**src/rtl/out_port_arb_pkg.sv**
```systemverilog
// Shared types and defaults for the per-egress-port arbiter slice.
package mpc_pkg;

   typedef enum logic [1:0] {S_IDLE, S_GRANT, S_BUSY} arb_state_t;

   localparam int PORTNUM_DEF = 16;
   localparam int PORTIDW     = $clog2(PORTNUM_DEF);

endpackage

```
**src/rtl/out_port_arb_if.sv**
```systemverilog
// Request/grant bundle between the input channels and one egress-port arbiter.
interface out_port_arb_if #(
   parameter int PORTNUM = 16
);
   logic [PORTNUM-1:0]         i_req;
   logic                       i_port_ready;
   logic [PORTNUM-1:0]         i_data_vld;
   logic [PORTNUM-1:0]         i_eop;
   logic [PORTNUM-1:0]         o_resp;
   logic [PORTNUM-1:0]         o_nresp;
   logic [$clog2(PORTNUM)-1:0] o_owner;
   logic                       o_owner_vld;
   logic                       o_wdog_err;

   modport slave (
      input  i_req, i_port_ready, i_data_vld, i_eop,
      output o_resp, o_nresp, o_owner, o_owner_vld, o_wdog_err
   );

   modport master (
      output i_req, i_port_ready, i_data_vld, i_eop,
      input  o_resp, o_nresp, o_owner, o_owner_vld, o_wdog_err
   );
endinterface

```
**src/rtl/out_port_arb_rr_arb.sv**
```systemverilog
// Combinational round-robin picker: first set request strictly after ptr_i, wrapping.
// Zero latency; no backpressure, the caller decides whether the pick is used.
module rr_arb
   import mpc_pkg::*;
#(
   parameter int PORTNUM = PORTNUM_DEF,
   localparam int IDW    = $clog2(PORTNUM)
) (
   input  logic [PORTNUM-1:0] req_i,
   input  logic [IDW-1:0]     ptr_i,
   output logic [PORTNUM-1:0] gnt_o,
   output logic [IDW-1:0]     idx_o,
   output logic               any_vld_o
);

   logic [IDW-1:0] cand;

   // Walk from lowest to highest priority so the last hit is the winner.
   always_comb begin
      idx_o     = '0;
      any_vld_o = 1'b0;
      cand      = '0;
      for (int k = PORTNUM; k >= 1; k--) begin
         cand = ptr_i + IDW'(k);
         if (req_i[cand]) begin
            idx_o     = cand;
            any_vld_o = 1'b1;
         end
      end
   end

   assign gnt_o = any_vld_o ? (PORTNUM'(1) << idx_o) : '0;

endmodule

```
**src/rtl/out_port_arb.sv**
```systemverilog
// Egress-port arbiter: grants/rejects each request one cycle after sampling and locks to the winner until eop.
// Requests arriving while locked or while i_port_ready=0 are rejected; optional idle-owner watchdog via OUT_ARB_WDOG_EN.
module out_port_arb
   import mpc_pkg::*;
#(
   parameter int PORTNUM     = PORTNUM_DEF,
   parameter int WDOG_CYCLES = 256
) (
   input  logic           i_clk,
   input  logic           i_rst,
   out_port_arb_if.slave  bus
);

   localparam int IDW = $clog2(PORTNUM);

   arb_state_t         state_q;
   logic [IDW-1:0]     rr_ptr_q;
   logic [PORTNUM-1:0] resp_q;
   logic [PORTNUM-1:0] nresp_q;
   logic [IDW-1:0]     owner_q;
   logic               owner_vld_q;

   logic [PORTNUM-1:0] resp_d;
   logic [IDW-1:0]     owner_d;
   logic               req_any;

   rr_arb #(.PORTNUM(PORTNUM)) u_rr_arb (
      .req_i     (bus.i_req),
      .ptr_i     (rr_ptr_q),
      .gnt_o     (resp_d),
      .idx_o     (owner_d),
      .any_vld_o (req_any)
   );

`ifdef OUT_ARB_WDOG_EN
   localparam int CW = (WDOG_CYCLES > 1) ? $clog2(WDOG_CYCLES) : 1;
   logic [CW-1:0] wdog_cnt_q;
   logic          wdog_err_q;
`else
   localparam int unused_wdog_cycles = WDOG_CYCLES;
   logic          unused_data_vld;
   assign unused_data_vld = ^bus.i_data_vld;
`endif

   always_ff @(posedge i_clk) begin
      if (i_rst) begin
         state_q     <= S_IDLE;
         rr_ptr_q    <= '1;
         resp_q      <= '0;
         nresp_q     <= '0;
         owner_q     <= '0;
         owner_vld_q <= 1'b0;
`ifdef OUT_ARB_WDOG_EN
         wdog_cnt_q  <= '0;
         wdog_err_q  <= 1'b0;
`endif
      end else begin
         resp_q  <= '0;
         nresp_q <= '0;
`ifdef OUT_ARB_WDOG_EN
         wdog_err_q <= 1'b0;
`endif
         case (state_q)
            S_IDLE: begin
               if (req_any) begin
                  if (bus.i_port_ready) begin
                     resp_q      <= resp_d;
                     nresp_q     <= bus.i_req & ~resp_d;
                     owner_q     <= owner_d;
                     owner_vld_q <= 1'b1;
                     rr_ptr_q    <= owner_d;
                     state_q     <= S_GRANT;
`ifdef OUT_ARB_WDOG_EN
                     wdog_cnt_q  <= '0;
`endif
                  end else begin
                     nresp_q <= bus.i_req;
                  end
               end
            end
            S_GRANT: begin
               nresp_q <= bus.i_req;
               if (bus.i_eop[owner_q]) begin
                  owner_vld_q <= 1'b0;
                  state_q     <= S_IDLE;
               end else begin
                  state_q <= S_BUSY;
               end
            end
            S_BUSY: begin
               // Locked: every request is rejected, even the owner's own.
               nresp_q <= bus.i_req;
               if (bus.i_eop[owner_q]) begin
                  owner_vld_q <= 1'b0;
                  state_q     <= S_IDLE;
               end
`ifdef OUT_ARB_WDOG_EN
               else if (bus.i_data_vld[owner_q]) begin
                  wdog_cnt_q <= '0;
               end else if (wdog_cnt_q == CW'(WDOG_CYCLES - 1)) begin
                  wdog_cnt_q  <= '0;
                  wdog_err_q  <= 1'b1;
                  owner_vld_q <= 1'b0;
                  state_q     <= S_IDLE;
               end else begin
                  wdog_cnt_q <= wdog_cnt_q + CW'(1);
               end
`endif
            end
            default: state_q <= S_IDLE;
         endcase
      end
   end

   assign bus.o_resp      = resp_q;
   assign bus.o_nresp     = nresp_q;
   assign bus.o_owner     = owner_q;
   assign bus.o_owner_vld = owner_vld_q;
`ifdef OUT_ARB_WDOG_EN
   assign bus.o_wdog_err  = wdog_err_q;
`else
   assign bus.o_wdog_err  = 1'b0;
`endif

endmodule

```
**src/flat_wrapper.sv**
```systemverilog
// flat-port wrapper written by rule: the top's interface ports become plain ports
module out_port_arb_flat import mpc_pkg::*;
#(
   parameter int PORTNUM     = PORTNUM_DEF,
   parameter int WDOG_CYCLES = 256
)
  (i_clk, i_rst, bus_i_req, bus_i_port_ready, bus_i_data_vld, bus_i_eop, bus_o_resp, bus_o_nresp, bus_o_owner, bus_o_owner_vld, bus_o_wdog_err);
  out_port_arb_if #(.PORTNUM(PORTNUM)) bus_i ();
  input  logic i_clk;
  input  logic i_rst;
  input wire logic [$bits(bus_i.i_req)-1:0] bus_i_req;
  input wire logic [$bits(bus_i.i_port_ready)-1:0] bus_i_port_ready;
  input wire logic [$bits(bus_i.i_data_vld)-1:0] bus_i_data_vld;
  input wire logic [$bits(bus_i.i_eop)-1:0] bus_i_eop;
  output wire logic [$bits(bus_i.o_resp)-1:0] bus_o_resp;
  output wire logic [$bits(bus_i.o_nresp)-1:0] bus_o_nresp;
  output wire logic [$bits(bus_i.o_owner)-1:0] bus_o_owner;
  output wire logic [$bits(bus_i.o_owner_vld)-1:0] bus_o_owner_vld;
  output wire logic [$bits(bus_i.o_wdog_err)-1:0] bus_o_wdog_err;
  assign bus_i.i_req = bus_i_req;
  assign bus_i.i_port_ready = bus_i_port_ready;
  assign bus_i.i_data_vld = bus_i_data_vld;
  assign bus_i.i_eop = bus_i_eop;
  assign bus_o_resp = bus_i.o_resp;
  assign bus_o_nresp = bus_i.o_nresp;
  assign bus_o_owner = bus_i.o_owner;
  assign bus_o_owner_vld = bus_i.o_owner_vld;
  assign bus_o_wdog_err = bus_i.o_wdog_err;
  out_port_arb #(.PORTNUM(PORTNUM), .WDOG_CYCLES(WDOG_CYCLES)) u_core (.i_clk(i_clk), .i_rst(i_rst), .bus(bus_i));
endmodule
```
**config.mk**
```make
export PLATFORM = sky130hd
export DESIGN_NAME = out_port_arb_flat
export DESIGN_NICKNAME = d
export VERILOG_FILES = /design/src/rtl/out_port_arb_pkg.sv /design/src/rtl/out_port_arb_if.sv /design/src/rtl/out_port_arb_rr_arb.sv /design/src/rtl/out_port_arb.sv /design/src/flat_wrapper.sv
export SDC_FILE = /design/constraint.sdc
export NUM_CORES = 1
export LEC_CHECK = 0
export CAP_MARGIN = 20
export CELL_PAD_IN_SITES_DETAIL_PLACEMENT = 1
export CELL_PAD_IN_SITES_GLOBAL_PLACEMENT = 2
export CORE_ASPECT_RATIO = 0.7
export CORE_MARGIN = 2
export CORE_UTILIZATION = 35
export CTS_CLUSTER_SIZE = 12
export DETAILED_ROUTE_END_ITERATION = 10
export PLACE_DENSITY = 0.95
export SETUP_SLACK_MARGIN = 0.3
export SYNTH_ARGS = -nofsm -noshare
export SYNTH_HDL_FRONTEND = slang
export SYNTH_SLANG_ARGS = --single-unit
```
**constraint.sdc**
```tcl
create_clock -name i_clk -period 11.2 [get_ports i_clk]
set_clock_uncertainty 0.15 [all_clocks]
set_input_delay 2.24 -clock i_clk [delete_from_list [all_inputs] [get_ports i_clk]]
set_output_delay 2.24 -clock i_clk [all_outputs]
set_load 0.02 [all_outputs]
```
==> metrics.yaml, run 1 <==
yosysWarnings: 0
cp_data_required_time_ps: 11220
cts.sinks: 43
gp_congestion: 0.969
fin_nets: 574
first_pass_iters: 4
ant_nets: 0
cp-end-kind: "flip-flop"
slew_headroom_pct: 42.8
drt-total-wl_um: 15300
cts_max_path_buffers: 2
drive_above_1_share_pct: 18.7
hold_violations: 0
ioPinCount: 89
cts_tree: "built"
start_util_pct: 36.4
layout_commonest_cell: "clkdlybuf4s50_1"
synth_seq_cells: 43
status: "complete, no violations"
grt_pass1_vias: 4335
cts-root-buf: "clkbuf_16"
rsz0062_at_grt: "no"
hold_buffers: 0
maxCapViolations: 0
worst_hold_path_type: "flip-flop to flip-flop"
vias: 4175
grt-busiest-layer: "met2"
core_area_um2: 11900
dp_hpwl_um: 11900
vias_per_cell: 6.23
worstMarginPinSlew_ps: 854
period_share_pct: 54.1
dieArea_um2: 13300
clk_pin_slew_ps: 60
synth_edf_count: 0
cts_inserted_buffers: 5
rows: 33
die_h_um: 97.1
grt_max_degree: 37
drtIter0Drc: 333
clkLatencyLatePin_ps: 280
ff_latch_area_um2: 861
synth_area_um2: 4330
start_kind: "input port"
portBuffers: 71
post-route-min-period_ps: 6060
overflow: 0
die_w_um: 137
setup_violations: 0
multi_input_area_um2: 3240
ys.flop_type: "dfxtp_1"
syn-num-nets: 520
yosysSeqAreaShare_pct: 19.9
gr-usage-met1_pct: 32.9
maxSlewViolCount: 0
syn_inst: 458
crit_type: "input port to flip-flop"
max_freq_ghz: 0.165
use_met3_pct: 6.16
cp_max_fo: 9
post_cts.repair.setup_buffers: 0
antenna_cells: 0
synth-async-reset-ratio_pct: 0
routedWlPerCell_um: 22.9
most-common-layout-cells: "clkdlybuf4s50_1 (71), dfxtp_1 (43), nand2_1 (35), mux2i_1 (35), nor2_1 (34)"
track_usage_pct: 23.2
antenna_found_initial: 0
fillers: 1371
gr-usage-met2_pct: 35.8
grt_pass1_wl_um: 24300
setup_tns_ps: 0
ctsResizeCount: 0
crit_arrival_ps: 6080
postSynthAreaPerCell_um2: 9.46
htreeDepth: 2
drc_errors: 0
ys_types: 74
synthToLayoutAreaGrowth_pct: 22.2
[state kept, by name, indices dropped and copies added (netlist names)]
register                count
u_core.bus.o_owner_vld      1
u_core.bus.o_owner          4
u_core.bus.o_resp          16
u_core.bus.o_nresp         16
u_core.state_q              2
u_core.rr_ptr_q             4
[worst max-delay path: stages]
cell and delay [ps]:
clkdlybuf4s50_1 670, mux4_2 630, mux2_2 330, mux2_2 360
a311oi_1 340, a31o_2 150, nand4_1 120, o41ai_4 450
nand2b_1 370, o311a_1 420
[metal layers]
metal,vias up,share of wire (%)
met5,-,0
met4,0,1.0
met3,15,9.3
met2,185,45
met1,2108,45
li1,1867,-
[Yosys cell counts (2+ instances only)]
master	count	area [um2]
mux2i_4	2	45.0
clkbuf_1	6	22.5
nand4_1	4	25.0
or3_1	5	31.3
a31o_2	2	17.5
inv_1	11	41.3
o21a_1	5	37.5
xnor2_2	2	32.5
mux2_2	28	315
a31oi_1	4	25.0
xor2_1	2	17.5
o211ai_1	5	37.5
o21bai_1	2	15.0
nand2_1	35	131
and2_1	2	12.5
o22ai_1	5	31.3
a211oi_1	2	15.0
nor2_1	34	128
buf_1	2	7.51
nand2b_1	13	81.3
or2_1	4	25.0
o311a_1	17	170
nor3b_1	2	15.0
clkinv_1	2	7.51
and3_1	3	18.8
nor3_1	17	85.1
a21oi_1	22	110
a311oi_1	3	26.3
buf_6	5	56.3
buf_2	12	60.1
dfxtp_1	43	861
a221oi_1	3	26.3
nand3_1	7	35.0
xnor2_1	9	78.8
ha_1	11	138
mux2i_1	35	350
nor2b_1	3	18.8
or2_2	6	37.5
a22oi_1	2	15.0
a21o_1	2	15.0
a2bb2oi_1	2	17.5
buf_4	4	30.0
o21ai_0	13	65.1
mux4_2	30	676
[area by class of cell]
type | instances | share of cell area (%)
Tap cell | 157 | 3.71
Sequential cell | 43 | 16.3
Clock inverter | 3 | 0.874
Multi-Input combinational cell | 371 | 61.1
Inverter | 14 | 0.993
Timing Repair Buffer | 77 | 14.7
Clock buffer | 5 | 2.36
[cells by family after synthesis]
family	share of synthesized area [%]
fa+ha+maj	3.18
mux	32.7
buf+inv	5.40
xor+xnor	3.35
compound gates	19.2
flops	19.9
other cells	0.0866
simple gates	16.3
[final timing paths]
| check | start | endpoint | slack (ps) | cells past startpoint |
|---|---|---|---|---|
| max | bus_i_req[5] | u_core.bus.o_nresp[0]$_SDFF_PP0_ | 5140 | 10 |
| max reg2reg | u_core.rr_ptr_q[0]$_SDFFE_PP1P_ | u_core.bus.o_nresp[2]$_SDFF_PP0_ | 6220 | 12 |
| min reg2reg | u_core.rr_ptr_q[3]$_SDFFE_PP1P_ | u_core.rr_ptr_q[3]$_SDFFE_PP1P_ | 370 | 2 |
| min | u_core.rr_ptr_q[3]$_SDFFE_PP1P_ | u_core.rr_ptr_q[3]$_SDFFE_PP1P_ | 370 | 2 |
[stage by stage]
stage | cells | hold WS, ps | util (%) | setup slack [ps] | area (um2)
finish | 670 | 368 | 44.5 | 5140 | 5290
global route | 670 | 384 | 44.5 | 4810 | 5290
CTS | 669 | 367 | 44.3 | 5200 | 5270
detailed placement | 661 | 353 | 42.8 | 4930 | 5090
global placement | 661 | 339 | 42.8 | 5030 | 5090
floorplan | 458 | 368 | - | 6160 | 4330
Power of run 1 is not shown: default switching activity piles up to over one toggle a cycle in this logic, so the estimate is an artifact.
==> inputs of run 2 (changes only) <==
--- a/config.mk
+++ b/config.mk
@@ -10,10 +10,10 @@
 export CELL_PAD_IN_SITES_GLOBAL_PLACEMENT = 2
 export CORE_ASPECT_RATIO = 0.7
 export CORE_MARGIN = 2
-export CORE_UTILIZATION = 35
+export CORE_UTILIZATION = 29
 export CTS_CLUSTER_SIZE = 12
 export DETAILED_ROUTE_END_ITERATION = 10
-export PLACE_DENSITY = 0.95
+export PLACE_DENSITY = 0.9
 export SETUP_SLACK_MARGIN = 0.3
 export SYNTH_ARGS = -nofsm -noshare
 export SYNTH_HDL_FRONTEND = slang
==> constraint.sdc (replaced) <==
create_clock -name i_clk -period 5.3 [get_ports i_clk]
set_clock_uncertainty 0.15 [all_clocks]
set_input_delay 1.06 -clock i_clk [delete_from_list [all_inputs] [get_ports i_clk]]
set_output_delay 1.06 -clock i_clk [all_outputs]
set_load 0.02 [all_outputs]
==> run 2 against run 1 <==
Effect of this change: via count grew 0.74%; first-iteration DRC count fell by 15%; critical path depth is the same; critical path type unchanged; cell area up 1.6%.
==> metrics.yaml, run 2 (same netlist as run 1, synthesis figures left out) <==
fin_nets: 580  # was 574
worstPathCellList: "clkdlybuf4s50_1, mux4_2, mux2i_2, a2bb2oi_1, o211ai_1, a2111o_1, a41oi_1, a2111o_2, nand2b_1, o311a_1"  # was clkdlybuf4s50_1, mux4_2, mux2_2, mux2_2, a311oi_1, a31o_2, nand4_1, o41ai_4, nand2b_1, o311a_1
most-common-layout-cells: "clkdlybuf4s50_1 (71), dfxtp_1 (43), nand2_1 (35)"  # was clkdlybuf4s50_1 (71), dfxtp_1 (43), nand2_1 (35), mux2i_1 (35), nor2_1 (34)
synthToLayoutAreaGrowth_pct: 24.2  # was 22.2%
dp_hpwl_um: 12200  # was 11900 um
post-place-ws_ps: 237  # was 4930 ps
drtIter0Drc: 283  # was 333
cp_max_fo: 9  # unchanged
clk_pin_slew_ps: 60  # about the same
setup_violations: 0  # unchanged
worstMarginPinSlew_ps: 797  # was 854 ps
cp_data_required_time_ps: 5320  # was 11220 ps
drt-total-wl_um: 15900  # was 15300 um
antenna_cells: 0  # unchanged
setup_slack_ps: 509  # was 5140 ps
status: "complete, no violations"  # unchanged
cp_top_family: "compound AO/OA/AOI/OAI gates"  # unchanged
slowest_delay_ps: 650  # was 670 ps
grt_pass1_wl_um: 24900  # was 24300 um
vias_per_cell: 5.89  # was 6.23
wl_met1_um: 7370  # was 6860 um
setup_tns_ps: 0  # unchanged
drc_errors: 0  # unchanged
slew_headroom_pct: 46.5  # was 42.8%
hold_buffers: 0  # unchanged
htreeDepth: 2  # unchanged
fillers: 1719  # was 1371
die_w_um: 150  # was 137 um
cp-end-kind: "flip-flop"  # unchanged
start_util_pct: 29.6  # was 36.4%
hold_violations: 0  # unchanged
drive_above_1_share_pct: 20.0  # was 18.7%
routed.top_layer: "met4"  # unchanged
ff_latch_area_um2: 861  # unchanged
ioPinCount: 89  # unchanged
gp_congestion: 0.913  # was 0.969
die_h_um: 106  # was 97.1 um
grt_max_degree: 37  # unchanged
start_kind: "input port"  # unchanged
max_freq_ghz: 0.209
post-route-min-period_ps: 4790
maxSlewViolCount: 0  # unchanged
ctsResizeCount: 0  # unchanged
cts-root-buf: "clkbuf_16"  # unchanged
routedWlPerCell_um: 22.2  # was 22.9 um
dieArea_um2: 15900  # was 13300 um2
clkLatencyLatePin_ps: 280  # about the same
layout_commonest_cell: "clkdlybuf4s50_1"  # unchanged
cts.sinks: 43  # unchanged
cts_tree: "built"  # unchanged
grt_pass1_vias: 4376  # was 4335
cts_max_path_buffers: 2  # unchanged
met3_length_um: 1380  # was 1420 um
core_area_um2: 14600  # was 11900 um2
crit_arrival_ps: 4810  # was 6080 ps
rows: 37  # was 33
first_pass_iters: 5  # was 4
instances_no_fill: 714  # was 670
vias: 4206  # was 4175
multi_input_area_um2: 3240  # about the same
crit_buf_inv: 1  # unchanged
track_usage_pct: 19.9  # was 23.2%
worst_hold_path_type: "flip-flop to flip-flop"  # unchanged
antenna_found_initial: 0  # unchanged
ant_nets: 0  # unchanged
wl_met2_um: 7040  # was 6880 um
post_cts.repair.setup_buffers: 0  # unchanged
rsz0062_at_grt: "no"  # unchanged
crit_type: "input port to flip-flop"  # unchanged
critical-path-slowest-cell: "clkdlybuf4s50_1"  # unchanged
maxCapViolations: 0  # unchanged
overflow: 0  # unchanged
portBuffers: 71  # unchanged
place_inst: 706  # was 661
cts_inserted_buffers: 5  # unchanged
period_share_pct: 90.4
[run 2: cell count changes in the layout (fill, tap and decap cells not counted)]
cell and change:
clkinvlp_4 -1, buf_16 -1, buf_4 +7, nand2b_2 +1, mux2i_2 +1, mux2i_1 -1
clkbuf_8 +1, nand2b_1 -1
[run 2: worst paths after layout]
kind	slack [ps]	from	end	cells past startpoint
hold / removal	390	u_core.bus.o_owner[3]$_SDFFE_PP0P_	u_core.bus.o_owner[3]$_SDFFE_PP0P_	2
setup reg to reg	640	u_core.rr_ptr_q[1]$_SDFFE_PP1P_	u_core.bus.o_nresp[5]$_SDFF_PP0_	13
hold reg to reg	390	u_core.bus.o_owner[3]$_SDFFE_PP0P_	u_core.bus.o_owner[3]$_SDFFE_PP0P_	2
setup / recovery	510	bus_i_req[6]	u_core.bus.o_nresp[13]$_SDFF_PP0_	10
[run 2: area by class of cell]
class,count,share of cell area [%]
repair buffers,83,14.9
flip-flops and latches,43,16.0
well taps,195,4.54
clock inverters,2,0.721
clock buffers,6,2.58
multi-input cells,371,60.3
inverters,14,0.977
[run 2: routing by layer]
layer,up-vias,track usage [%]
li1,1879,-
met1,2147,28.8
met2,172,30.4
met3,8,4.94
met4,0,2.83
met5,-,0
[run 2: metrics by stage]
| stage | utilization [%] | hold WS, ps | area [um2] |
|---|---|---|---|
| 2_1_floorplan | - | 368 | 4330 |
| 3_3_place_gp | 35.5 | 365 | 5190 |
| 3_5_place_dp | 35.5 | 380 | 5190 |
| 4_1_cts | 36.7 | 394 | 5370 |
| 5_1_grt | 36.8 | 424 | 5380 |
| 6_report | 36.8 | 393 | 5380 |
[run 2: worst reg2reg max path, stage by stage (launching register included)]
cell and delay, ps:
dfxtp_1 350, inv_1 50, buf_4 170, ha_1 570, buf_4 370, mux2i_1 140
mux4_2 580, mux2i_1 400, or2_2 230, o211a_1 180, nor3_4 60, o41ai_4 570
nand2_1 340, o311a_1 390
Power of run 2 is left out for the same reason.
